File: config.mk
export PLATFORM = sky130hd
export DESIGN_NAME = lsu_ctrl
export DESIGN_NICKNAME = d
export VERILOG_FILES = /design/src/rtl/lsu_pkg.sv /design/src/rtl/lsu_align.sv /design/src/rtl/lsu_ctrl.sv
export SDC_FILE = /design/constraint.sdc
export NUM_CORES = 1
export LEC_CHECK = 0
export BUFFER_PORTS_ARGS = -buffer_cell sky130_fd_sc_hd__buf_2
export CORE_MARGIN = 4
export CORE_UTILIZATION = 42
export CTS_CLUSTER_SIZE = 10
export DETAILED_ROUTE_END_ITERATION = 12
export PLACE_DENSITY = 0.66
export REMOVE_ABC_BUFFERS = 1
export SLEW_MARGIN = 5
export SYNTH_ARGS = -nofsm -noshare
export SYNTH_HDL_FRONTEND = slang
export SYNTH_SLANG_ARGS = --single-unit
File: constraint.sdc
create_clock -name clk -period 4.2 [get_ports clk]
set_input_delay 0.84 -clock clk [delete_from_list [all_inputs] [get_ports clk]]
set_output_delay 0.84 -clock clk [all_outputs]
set_load 0.03 [all_outputs]
File: src/rtl/lsu_pkg.sv
// Shared definitions for the load/store unit: size encodings, FSM states,
// default memory depth and small access-rule helpers.
package lsu_pkg;

  localparam int LSU_DEPTH = 256;

  localparam logic [1:0] SZ_B = 2'b00;
  localparam logic [1:0] SZ_H = 2'b01;
  localparam logic [1:0] SZ_W = 2'b10;
  localparam logic [1:0] SZ_D = 2'b11;

  typedef enum logic [1:0] {
    IDLE   = 2'b00,
    ACCESS = 2'b01,
    WRITE  = 2'b10,
    RESP   = 2'b11
  } lsu_state_t;

  function automatic logic misaligned(input logic [1:0] size, input logic [2:0] off);
    logic bad;
    case (size)
      SZ_B:    bad = 1'b0;
      SZ_H:    bad = off[0];
      SZ_W:    bad = (off[1:0] != 2'b00);
      default: bad = (off != 3'b000);
    endcase
    return bad;
  endfunction

  function automatic logic [63:0] size_mask(input logic [1:0] size);
    logic [63:0] m;
    case (size)
      SZ_B:    m = 64'h0000_0000_0000_00FF;
      SZ_H:    m = 64'h0000_0000_0000_FFFF;
      SZ_W:    m = 64'h0000_0000_FFFF_FFFF;
      default: m = 64'hFFFF_FFFF_FFFF_FFFF;
    endcase
    return m;
  endfunction

endpackage

File: src/rtl/lsu_align.sv
// Combinational lane logic: load extract/extend and sub-word store merge
// on a little-endian 64-bit word.
module lsu_align
  import lsu_pkg::*;
(
  input  logic [63:0] word,
  input  logic [2:0]  offset,
  input  logic [1:0]  size,
  input  logic        is_unsigned,
  input  logic [63:0] wdata,
  output logic [63:0] load_data,
  output logic [63:0] merged
);

  logic [5:0]  shamt_s;
  logic [63:0] shifted_s;
  logic [63:0] lane_mask_s;
  logic        sign_s;

  // Right-align the addressed lane and sign/zero extend it to 64 bits.
  always_comb begin
    shamt_s     = {offset, 3'b000};
    shifted_s   = word >> shamt_s;
    sign_s      = 1'b0;
    load_data   = 64'd0;
    case (size)
      SZ_B: begin
        sign_s    = ~is_unsigned & shifted_s[7];
        load_data = {{56{sign_s}}, shifted_s[7:0]};
      end
      SZ_H: begin
        sign_s    = ~is_unsigned & shifted_s[15];
        load_data = {{48{sign_s}}, shifted_s[15:0]};
      end
      SZ_W: begin
        sign_s    = ~is_unsigned & shifted_s[31];
        load_data = {{32{sign_s}}, shifted_s[31:0]};
      end
      default: begin
        load_data = shifted_s;
      end
    endcase
  end

  // Replace only the addressed lane of the old word with the new store data.
  always_comb begin
    lane_mask_s = size_mask(size) << shamt_s;
    merged      = (word & ~lane_mask_s) | ((wdata & size_mask(size)) << shamt_s);
  end

endmodule

File: src/rtl/lsu_ctrl.sv
// Load/store unit in front of a 64-bit x DEPTH data memory.
// Optional feature macro LSU_PERF_EN adds 32-bit load/store/error counters.
module lsu_ctrl
  import lsu_pkg::*;
#(
  parameter int DEPTH = LSU_DEPTH,
  parameter int AW    = 64
) (
  input  logic          clk,
  input  logic          rst_n,
  input  logic          req_valid,
  output logic          req_ready,
  input  logic          req_store,
  input  logic [1:0]    req_size,
  input  logic          req_unsigned,
  input  logic [AW-1:0] req_addr,
  input  logic [63:0]   req_wdata,
  output logic          rsp_valid,
  input  logic          rsp_ready,
  output logic [63:0]   rsp_data,
  output logic          rsp_err,
  output logic [AW-1:0] mem_adr,
  output logic [63:0]   mem_datain,
  output logic          mem_w,
  output logic          mem_r,
  input  logic [63:0]   mem_dataout
`ifdef LSU_PERF_EN
  ,
  output logic [31:0]   perf_loads,
  output logic [31:0]   perf_stores,
  output logic [31:0]   perf_errs
`endif
);

  localparam logic [AW-1:0] DEPTH_W = AW'(DEPTH);

  lsu_state_t  state_r;
  logic        store_r;
  logic [1:0]  size_r;
  logic        uns_r;
  logic [2:0]  off_r;
  logic [63:0] wdata_r;

  logic [AW-1:0] word_idx_s;
  logic          illegal_s;
  logic          accept_s;
  logic [63:0]   load_data_s;
  logic [63:0]   merged_s;

  // Classify the incoming request before it is captured.
  always_comb begin
    word_idx_s = {3'b000, req_addr[AW-1:3]};
    illegal_s  = misaligned(req_size, req_addr[2:0]) || (word_idx_s >= DEPTH_W);
    accept_s   = req_valid && req_ready;
  end

  lsu_align u_align (
    .word        (mem_dataout),
    .offset      (off_r),
    .size        (size_r),
    .is_unsigned (uns_r),
    .wdata       (wdata_r),
    .load_data   (load_data_s),
    .merged      (merged_s)
  );

  // Main FSM; every output is registered alongside the state it belongs to.
  always_ff @(posedge clk or negedge rst_n) begin
    if (!rst_n) begin
      state_r    <= IDLE;
      req_ready  <= 1'b1;
      rsp_valid  <= 1'b0;
      rsp_data   <= 64'd0;
      rsp_err    <= 1'b0;
      mem_adr    <= '0;
      mem_datain <= 64'd0;
      mem_w      <= 1'b0;
      mem_r      <= 1'b0;
      store_r    <= 1'b0;
      size_r     <= SZ_B;
      uns_r      <= 1'b0;
      off_r      <= 3'd0;
      wdata_r    <= 64'd0;
    end else begin
      case (state_r)
        IDLE: begin
          if (accept_s) begin
            store_r   <= req_store;
            size_r    <= req_size;
            uns_r     <= req_unsigned;
            off_r     <= req_addr[2:0];
            wdata_r   <= req_wdata;
            mem_adr   <= word_idx_s;
            req_ready <= 1'b0;
            if (illegal_s) begin
              state_r   <= RESP;
              rsp_valid <= 1'b1;
              rsp_err   <= 1'b1;
              rsp_data  <= 64'd0;
            end else if (req_store && (req_size == SZ_D)) begin
              state_r    <= ACCESS;
              mem_w      <= 1'b1;
              mem_datain <= req_wdata;
            end else begin
              state_r <= ACCESS;
              mem_r   <= 1'b1;
            end
          end else begin
            state_r <= IDLE;
          end
        end
        ACCESS: begin
          if (!store_r) begin
            mem_r     <= 1'b0;
            rsp_data  <= load_data_s;
            rsp_valid <= 1'b1;
            state_r   <= RESP;
          end else if (size_r == SZ_D) begin
            mem_w     <= 1'b0;
            rsp_data  <= 64'd0;
            rsp_valid <= 1'b1;
            state_r   <= RESP;
          end else begin
            // Old word is valid this cycle; write the merged word next cycle.
            mem_r      <= 1'b0;
            mem_w      <= 1'b1;
            mem_datain <= merged_s;
            state_r    <= WRITE;
          end
        end
        WRITE: begin
          mem_w     <= 1'b0;
          rsp_data  <= 64'd0;
          rsp_valid <= 1'b1;
          state_r   <= RESP;
        end
        RESP: begin
          if (rsp_ready) begin
            rsp_valid <= 1'b0;
            rsp_err   <= 1'b0;
            rsp_data  <= 64'd0;
            req_ready <= 1'b1;
            state_r   <= IDLE;
          end else begin
            state_r <= RESP;
          end
        end
        default: begin
          state_r   <= IDLE;
          req_ready <= 1'b1;
          rsp_valid <= 1'b0;
          rsp_err   <= 1'b0;
          mem_w     <= 1'b0;
          mem_r     <= 1'b0;
        end
      endcase
    end
  end

`ifdef LSU_PERF_EN
  // Count completed response handshakes by kind; errors are counted only as errors.
  always_ff @(posedge clk or negedge rst_n) begin
    if (!rst_n) begin
      perf_loads  <= 32'd0;
      perf_stores <= 32'd0;
      perf_errs   <= 32'd0;
    end else if (rsp_valid && rsp_ready) begin
      if (rsp_err) begin
        perf_errs <= perf_errs + 32'd1;
      end else if (store_r) begin
        perf_stores <= perf_stores + 32'd1;
      end else begin
        perf_loads <= perf_loads + 32'd1;
      end
    end else begin
      perf_errs <= perf_errs;
    end
  end
`endif

endmodule

==> results_dict.tcl, run 1 <==
set metrics [dict create \
    die_area_um2 38700 \
    grt_antenna_before_repair 13 \
    synth_top_area_share_pct 44.5 \
    synth_edf_count 0 \
    syn_to_final_growth_pct 22.2 \
    vias_per_cell 5.88 \
    drive_gt1_share_pct 25.1 \
    grt_overflow 0 \
    irDropWorstVdd_mv 0.295 \
    ctsHoldBuffers 0 \
    fin_crit_ns 3.20 \
    avgRoutedWirePerCell_um 23.2 \
    clk-insertion-delay-late_ns 0.57 \
    cts_sinks 267 \
    fmax_mhz 312 \
    total_power_mw 5.34 \
    grt_start_max_net_pins 135 \
    cts_buffers 31 \
    ys_ff_latch 267 \
    relSlewSlack_pct 15.4 \
    start_kind "flop" \
    start_util_pct 43.0 \
    coreArea_um2 34800 \
    setup_slack_ns 1.00 \
    die_w_um 197 \
    synth-xor-area-share_pct 0 \
    power.density_nw_per_um2 292 \
    status "complete, no violations" \
    grt_pass1_vias 14900 \
    synth_compound_area_share_pct 19.7 \
    drtAntennaViolNets 0 \
    clkTransAtPathRegs_ns 0.06 \
    synth_seq_area_share_pct 44.7 \
    skew_ns 0.0192 \
    critPathCaptureType "flop" \
    io_buffers 393 \
    hold_ws_ns 0.325 \
    final_common_cell "nand2_1" \
    clockBufferDepth 3 \
    cp_data_required_time_ns 4.58 \
    period_share_pct 76.2 \
    setup_violations 0 \
    synthMuxAreaShare_pct 9.76 \
    drc 0 \
    place.gp.congestion 0.912 \
    vias 15200 \
    hpwl_um 41900 \
    critPathKind "flop to flop" \
    post-cts-setup-buffers 0 \
    cts_resized 0 \
    final_cell_mix "nand2_1, buf_2, dfrtp_1" \
    yosysWarningCount 0 \
    worst_pin_slew_ns 1.26 \
    critPathMaxFanout 16 \
    dr.pass1.iters 8 \
    yosys.area.top_type "dfrtp_1" \
    hold_path.class "input pin to async pin" \
    die_y_um 197 \
    clock-root-buffer "clkbuf_16" \
    num_rows 68 \
    drv_slew 0 \
    synth-simple-area-share_pct 20.8 \
    synth_top_family_by_area "simple AND/OR/NAND/NOR gates" \
    yosys.area_share.adder_pct 0.335 \
    setup_tns_ns 0 \
    yosys.cell_types.count 57 \
    ys_top_cells_by_area "dfrtp_1, nand2_1, mux2i_1" \
    timing.max_cap.violations 0 \
    async_flop_share_pct 100 \
    dr.first_iter.drc_count 1385 \
    utilization_pct 52.5 \
    hold_viol 0 \
    wl_um 60000 \
    synth_cells 1781 \
    grt_pass1_wl_um 90800 \
    synth_area_um2 14900 \
    synth.avg_cell_area_um2 8.39 \
    io_pins 397 \
    layout.nets 2320 \
    p_leak_nw 9.05 \
    rsz0062_at_grt "no" \
    cts_max_level 1 \
    cts_tree "done" \
    grt.total_usage_pct 29.9 \
    post-place-ws_ns 0.484 \
    synthFlopType "dfrtp_1" \
    cp.arrival_ns 3.58 \
]
-- logic make-up after synthesis --
family,Yosys count
other,1
DFF,267
and+or+nand+nor,775
adders and majority gates,4
buffers and inverters,162
AOI/OAI and AO/OA,456
muxes,116
-- cell usage after synthesis, drive strengths merged, types with 6 or more instances --
cell type,n
a22oi,11
o22ai,14
nor2,98
nor4,13
nand2,608
o221ai,8
o31ai,71
dfrtp,266
a221oi,38
o2bb2ai,6
mux2i,85
nor2b,16
o21a,6
buf,51
a22o,19
a211oi,15
o211ai,9
a21oi,93
mux4,23
clkbuf,94
mux2,8
nand2b,10
o21ai,138
inv,15
-- layout make-up --
| type | instances | area, um^2 |
|---|---|---|
| Antenna cell | 4 | 10.0 |
| Clock inverter | 3 | 43.8 |
| Multi-Input combinational cell | 1354 | 7630 |
| Fill cell | 3343 | 16500 |
| Clock buffer | 37 | 818 |
| Inverter | 17 | 63.8 |
| Timing Repair Buffer | 445 | 2440 |
| Sequential cell | 267 | 6690 |
| Tap cell | 455 | 569 |
-- worst max-delay path: stages, from the launching register on --
cell and delay, ns:
dfrtp_1 0.73, clkinv_1 0.71, buf_4 0.40, nor3_1 0.26, a211oi_2 0.07, buf_4 0.19
a221o_1 0.31, o22ai_1 0.21, o21ai_0 0.12
-- path summary, 6_finish.rpt --
| path | from | endpoint | slack [ns] | cells past startpoint |
|---|---|---|---|---|
| worst max-delay path | size_r[1]$_DFFE_PN0P_ | mem_datain[32]$_DFFE_PN0P_ | 1.0 | 8 |
| worst min-delay path | rst_n | mem_datain[34]$_DFFE_PN0P_ | 0.33 | 1 |
| worst max register to register | size_r[1]$_DFFE_PN0P_ | mem_datain[32]$_DFFE_PN0P_ | 1.0 | 8 |
| worst min register to register | mem_adr[9]$_DFFE_PN0P_ | mem_adr[9]$_DFFE_PN0P_ | 0.47 | 2 |
| max in group asynchronous | rst_n | mem_adr[23]$_DFFE_PN0P_ | 2.96 | 2 |
| min in group clk | req_addr[6] | mem_adr[3]$_DFFE_PN0P_ | 0.46 | 3 |
-- state kept, by name (all words and copies together) (netlist names), 2 cells and up --
name and count:
state_r 2, wdata_r 64, mem_datain 64, size_r 2, rsp_data 64, off_r 3, mem_adr 61
-- through the flow --
| step | instance area, um^2 | instances |
|---|---|---|
| after floorplan | 14300 | 1638 |
| after global placement | 17400 | 2538 |
| after detailed placement | 17400 | 2538 |
| after CTS | 18300 | 2578 |
| after global routing | 18300 | 2581 |
| final | 18300 | 2582 |
-- power by group --
part / internal (mW) / switching, mW
sequential: 2.57 / 0
combinational: 0.117 / 0.190
clock: 1.40 / 1.05
total: 4.10 / 1.24
-- metal layers --
layer / GRT usage (%) / up-vias / wire, um
met5: 0 / - / 122
met4: 9.68 / 20 / 2050
met3: 9.73 / 150 / 6840
met2: 46.6 / 838 / 27100
met1: 39.8 / 7305 / 23900
li1: - / 6865 / -
Note: power is estimated with default switching activity, not from simulation.
==> run 2, diff against run 1 <==
Settings changed: ABC_AREA set to 1, PLACE_DENSITY 0.66 to 0.65.
Clock period 4.2 ns to 3.2 ns, I/O delays scaled along.
==> run 2 against run 1 <==
Against the previous run:
- clock-buffer cell count increased by 13
- critical path depth rose by 2
- fmax grew 26%
- sequential cell count is the same
- final cell count grew 28%
- synthesized cell count grew 37%
- design area rose by 6.6%
- largest power group is now clock
- register-to-register slack worse by 0.33 ns
- non-clock buffer count is 12 lower
- clock skew about the same
==> results_dict.tcl, run 2 <==
set metrics [dict create \
    status "complete, no violations" \
    die_w_um 204 \
    drtAntennaViolNets 0 \
    synth_cells 2446 \
    grt_pass1_wl_um 94900 \
    syn_to_final_growth_pct 20.5 \
    io_pins 397 \
    die_area_um2 41700 \
    yosys.area.top_type "dfrtp_1" \
    synth_area_um2 16200 \
    clk-insertion-delay-late_ns 0.54 \
    synth_top_area_share_pct 41.2 \
    setup_violations 0 \
    timing.max_cap.violations 0 \
    place.gp.congestion 0.932 \
    p_leak_nw 10.8 \
    dp_cells 3216 \
    setup_slack_ns 0.667 \
    cp_data_required_time_ns 3.67 \
    p_sw_mw 1.77 \
    ys_ff_latch 267 \
    die_y_um 204 \
    fmax_mhz 395 \
    synthFlopType "dfrtp_1" \
    combinationalPowerShare_pct 5.2 \
    skew_ns 0.0195 \
    synth_seq_area_share_pct 41.4 \
    grt_antenna_before_repair 27 \
    critPathKind "flop to flop" \
    dpl_cell_area_um2 18300 \
    total_power_mw 7.62 \
    hold_ws_ns 0.0336 \
    synth.avg_cell_area_um2 6.61 \
    setup_tns_ns 0 \
    clkTransAtPathRegs_ns 0.06 \
    hold_path.class "input pin to async pin" \
    period_share_pct 79.1 \
    cp.arrival_ns 3.00 \
    power.density_nw_per_um2 391 \
    vias_per_cell 5.33 \
    ys_top_cells_by_area "dfrtp_1, nand2_1, nand3_1" \
    synthMostInstantiatedCell "nand2_1" \
    utilization_pct 51.5 \
    rsz0062_at_grt "no" \
    wl_um 61900 \
    avgRoutedWirePerCell_um 18.8 \
    num_rows 71 \
    post-cts-setup-buffers 0 \
    cts_max_level 2 \
    coreArea_um2 37800 \
    hpwl_um 44000 \
    synth_edf_count 0 \
    clockBufferDepth 3 \
    async_flop_share_pct 100 \
    layout.nets 2946 \
    worst_pin_slew_ns 0.766 \
    pwr-share-seq_pct 44.3 \
    switching_share_pct 23.2 \
    power.internal_mw 5.86 \
    fillers 3920 \
    cts_resized 0 \
    worstSetupStartpoint "state_r[1]$_DFF_PN0_" \
    relSlewSlack_pct 48.8 \
    hold_viol 0 \
    yosys.cell_types.count 35 \
    dr.pass1.iters 6 \
    fin_crit_ns 2.53 \
    drv_slew 0 \
    clock-root-buffer "clkbuf_16" \
    start_kind "flop" \
    fin_area_um2 19500 \
    irDropWorstVdd_mv 0.383 \
    drive_gt1_share_pct 18.8 \
    vias 17500 \
    yosysWarningCount 0 \
    cts_tree "done" \
    netlist_top_cells_count "nand2_1, nand3_1, dfrtp_1" \
    reg_top3 "mem_datain (64), rsp_data (64), wdata_r (64)" \
    drc 0 \
    start_util_pct 42.7 \
    grt_pass1_vias 16600 \
    crit-reg2reg-launch "state_r[1]$_DFF_PN0_" \
    clockPowerShare_pct 50.5 \
    final_common_cell "nand2_1" \
    grt.total_usage_pct 28.7 \
    ctsHoldBuffers 0 \
    fin_cells 3294 \
    cts_sinks 267 \
    post-place-ws_ns 0.528 \
    critPathCaptureType "flop" \
    cts_buffers 35 \
    critPathMaxFanout 35 \
    final_cell_mix "nand2_1, buf_2, nand3_1" \
    grt_overflow 0 \
    io_buffers 393 \
    grt_start_max_net_pins 131 \
    dr.first_iter.drc_count 1635 \
]
## run 2: cell types whose count changed after synthesis, sizes merged, moves of 36 or more
| cell | before | now |
|---|---|---|
| inv | 15 | 88 |
| clkbuf | 94 | 58 |
| o21ai | 138 | 177 |
| nand2 | 608 | 1018 |
| o31ai | 71 | 5 |
| buf | 51 | 118 |
| a221oi | 38 | 1 |
| mux2i | 85 | 5 |
| nor2 | 98 | 234 |
| nand3 | 2 | 342 |
## run 2: area by class of cell
| type | count | area (um^2) | share of cell area [%] |
|---|---|---|---|
| Antenna cell | 21 | 52.6 | 0.270 |
| Clock buffer | 50 | 1000 | 5.15 |
| Clock inverter | 7 | 98.8 | 0.508 |
| Inverter | 88 | 334 | 1.72 |
| Multi-Input combinational cell | 1917 | 8290 | 42.6 |
| Sequential cell | 267 | 6690 | 34.4 |
| Tap cell | 511 | 639 | 3.28 |
| Timing Repair Buffer | 433 | 2360 | 12.1 |
## run 2: kinds of logic (layout without fill, tap and decap cells)
logic type / after synthesis / count (layout) / synth area share, %
and+or+nand+nor: 1613 / 1613 / 40.7
AOI/OAI and AO/OA: 291 / 291 / 9.58
adders and majority gates: 4 / 4 / 0.310
DFF: 267 / 267 / 41.4
buffers and inverters: 264 / 578 / 7.64
muxes: 6 / 6 / 0.379
other: 1 / 24 / 0.0232
## run 2: critical path, stage by stage (launching register included)
cell and delay, ns:
dfrtp_1 0.40, inv_1 0.12, ha_4 0.37, inv_2 0.27
nor2_2 0.13, buf_4 0.33, inv_1 0.28, nor2_1 0.16
buf_4 0.24, nand2_1 0.09, nand2_1 0.06
## run 2: per-layer routing
metal	track usage (%)	vias to the layer above	routed length [um]
met5	0	-	107
met4	11.3	18	2310
met3	6.79	159	5770
met2	43.1	876	27200
met1	40.3	8026	26400
li1	-	8469	-
## run 2: path summary, 6_finish.rpt
check / end / slack (ns) / cells after the start
min in group clk: mem_adr[6]$_DFFE_PN0P_ / 0.31 / 3
max in group asynchronous: size_r[1]$_DFFE_PN0P_ / 2.19 / 2
hold / removal: mem_adr[49]$_DFFE_PN0P_ / 0.03 / 1
setup reg to reg: rsp_data[30]$_DFFE_PN0P_ / 0.67 / 10
hold reg to reg: mem_adr[4]$_DFFE_PN0P_ / 0.47 / 2
setup / recovery: rsp_data[30]$_DFFE_PN0P_ / 0.67 / 10
## run 2: power groups by stage
stage | clock [mW] | combinational (mW) | sequential, mW
3_3_place_gp | 0 | 0.391 | 3.44
4_1_cts | 3.92 | 0.396 | 3.38
3_5_place_dp | 0 | 0.395 | 3.44
5_1_grt | 4.06 | 0.442 | 3.38
2_1_floorplan | 0 | 0.110 | 3.44
6_report | 3.85 | 0.395 | 3.38
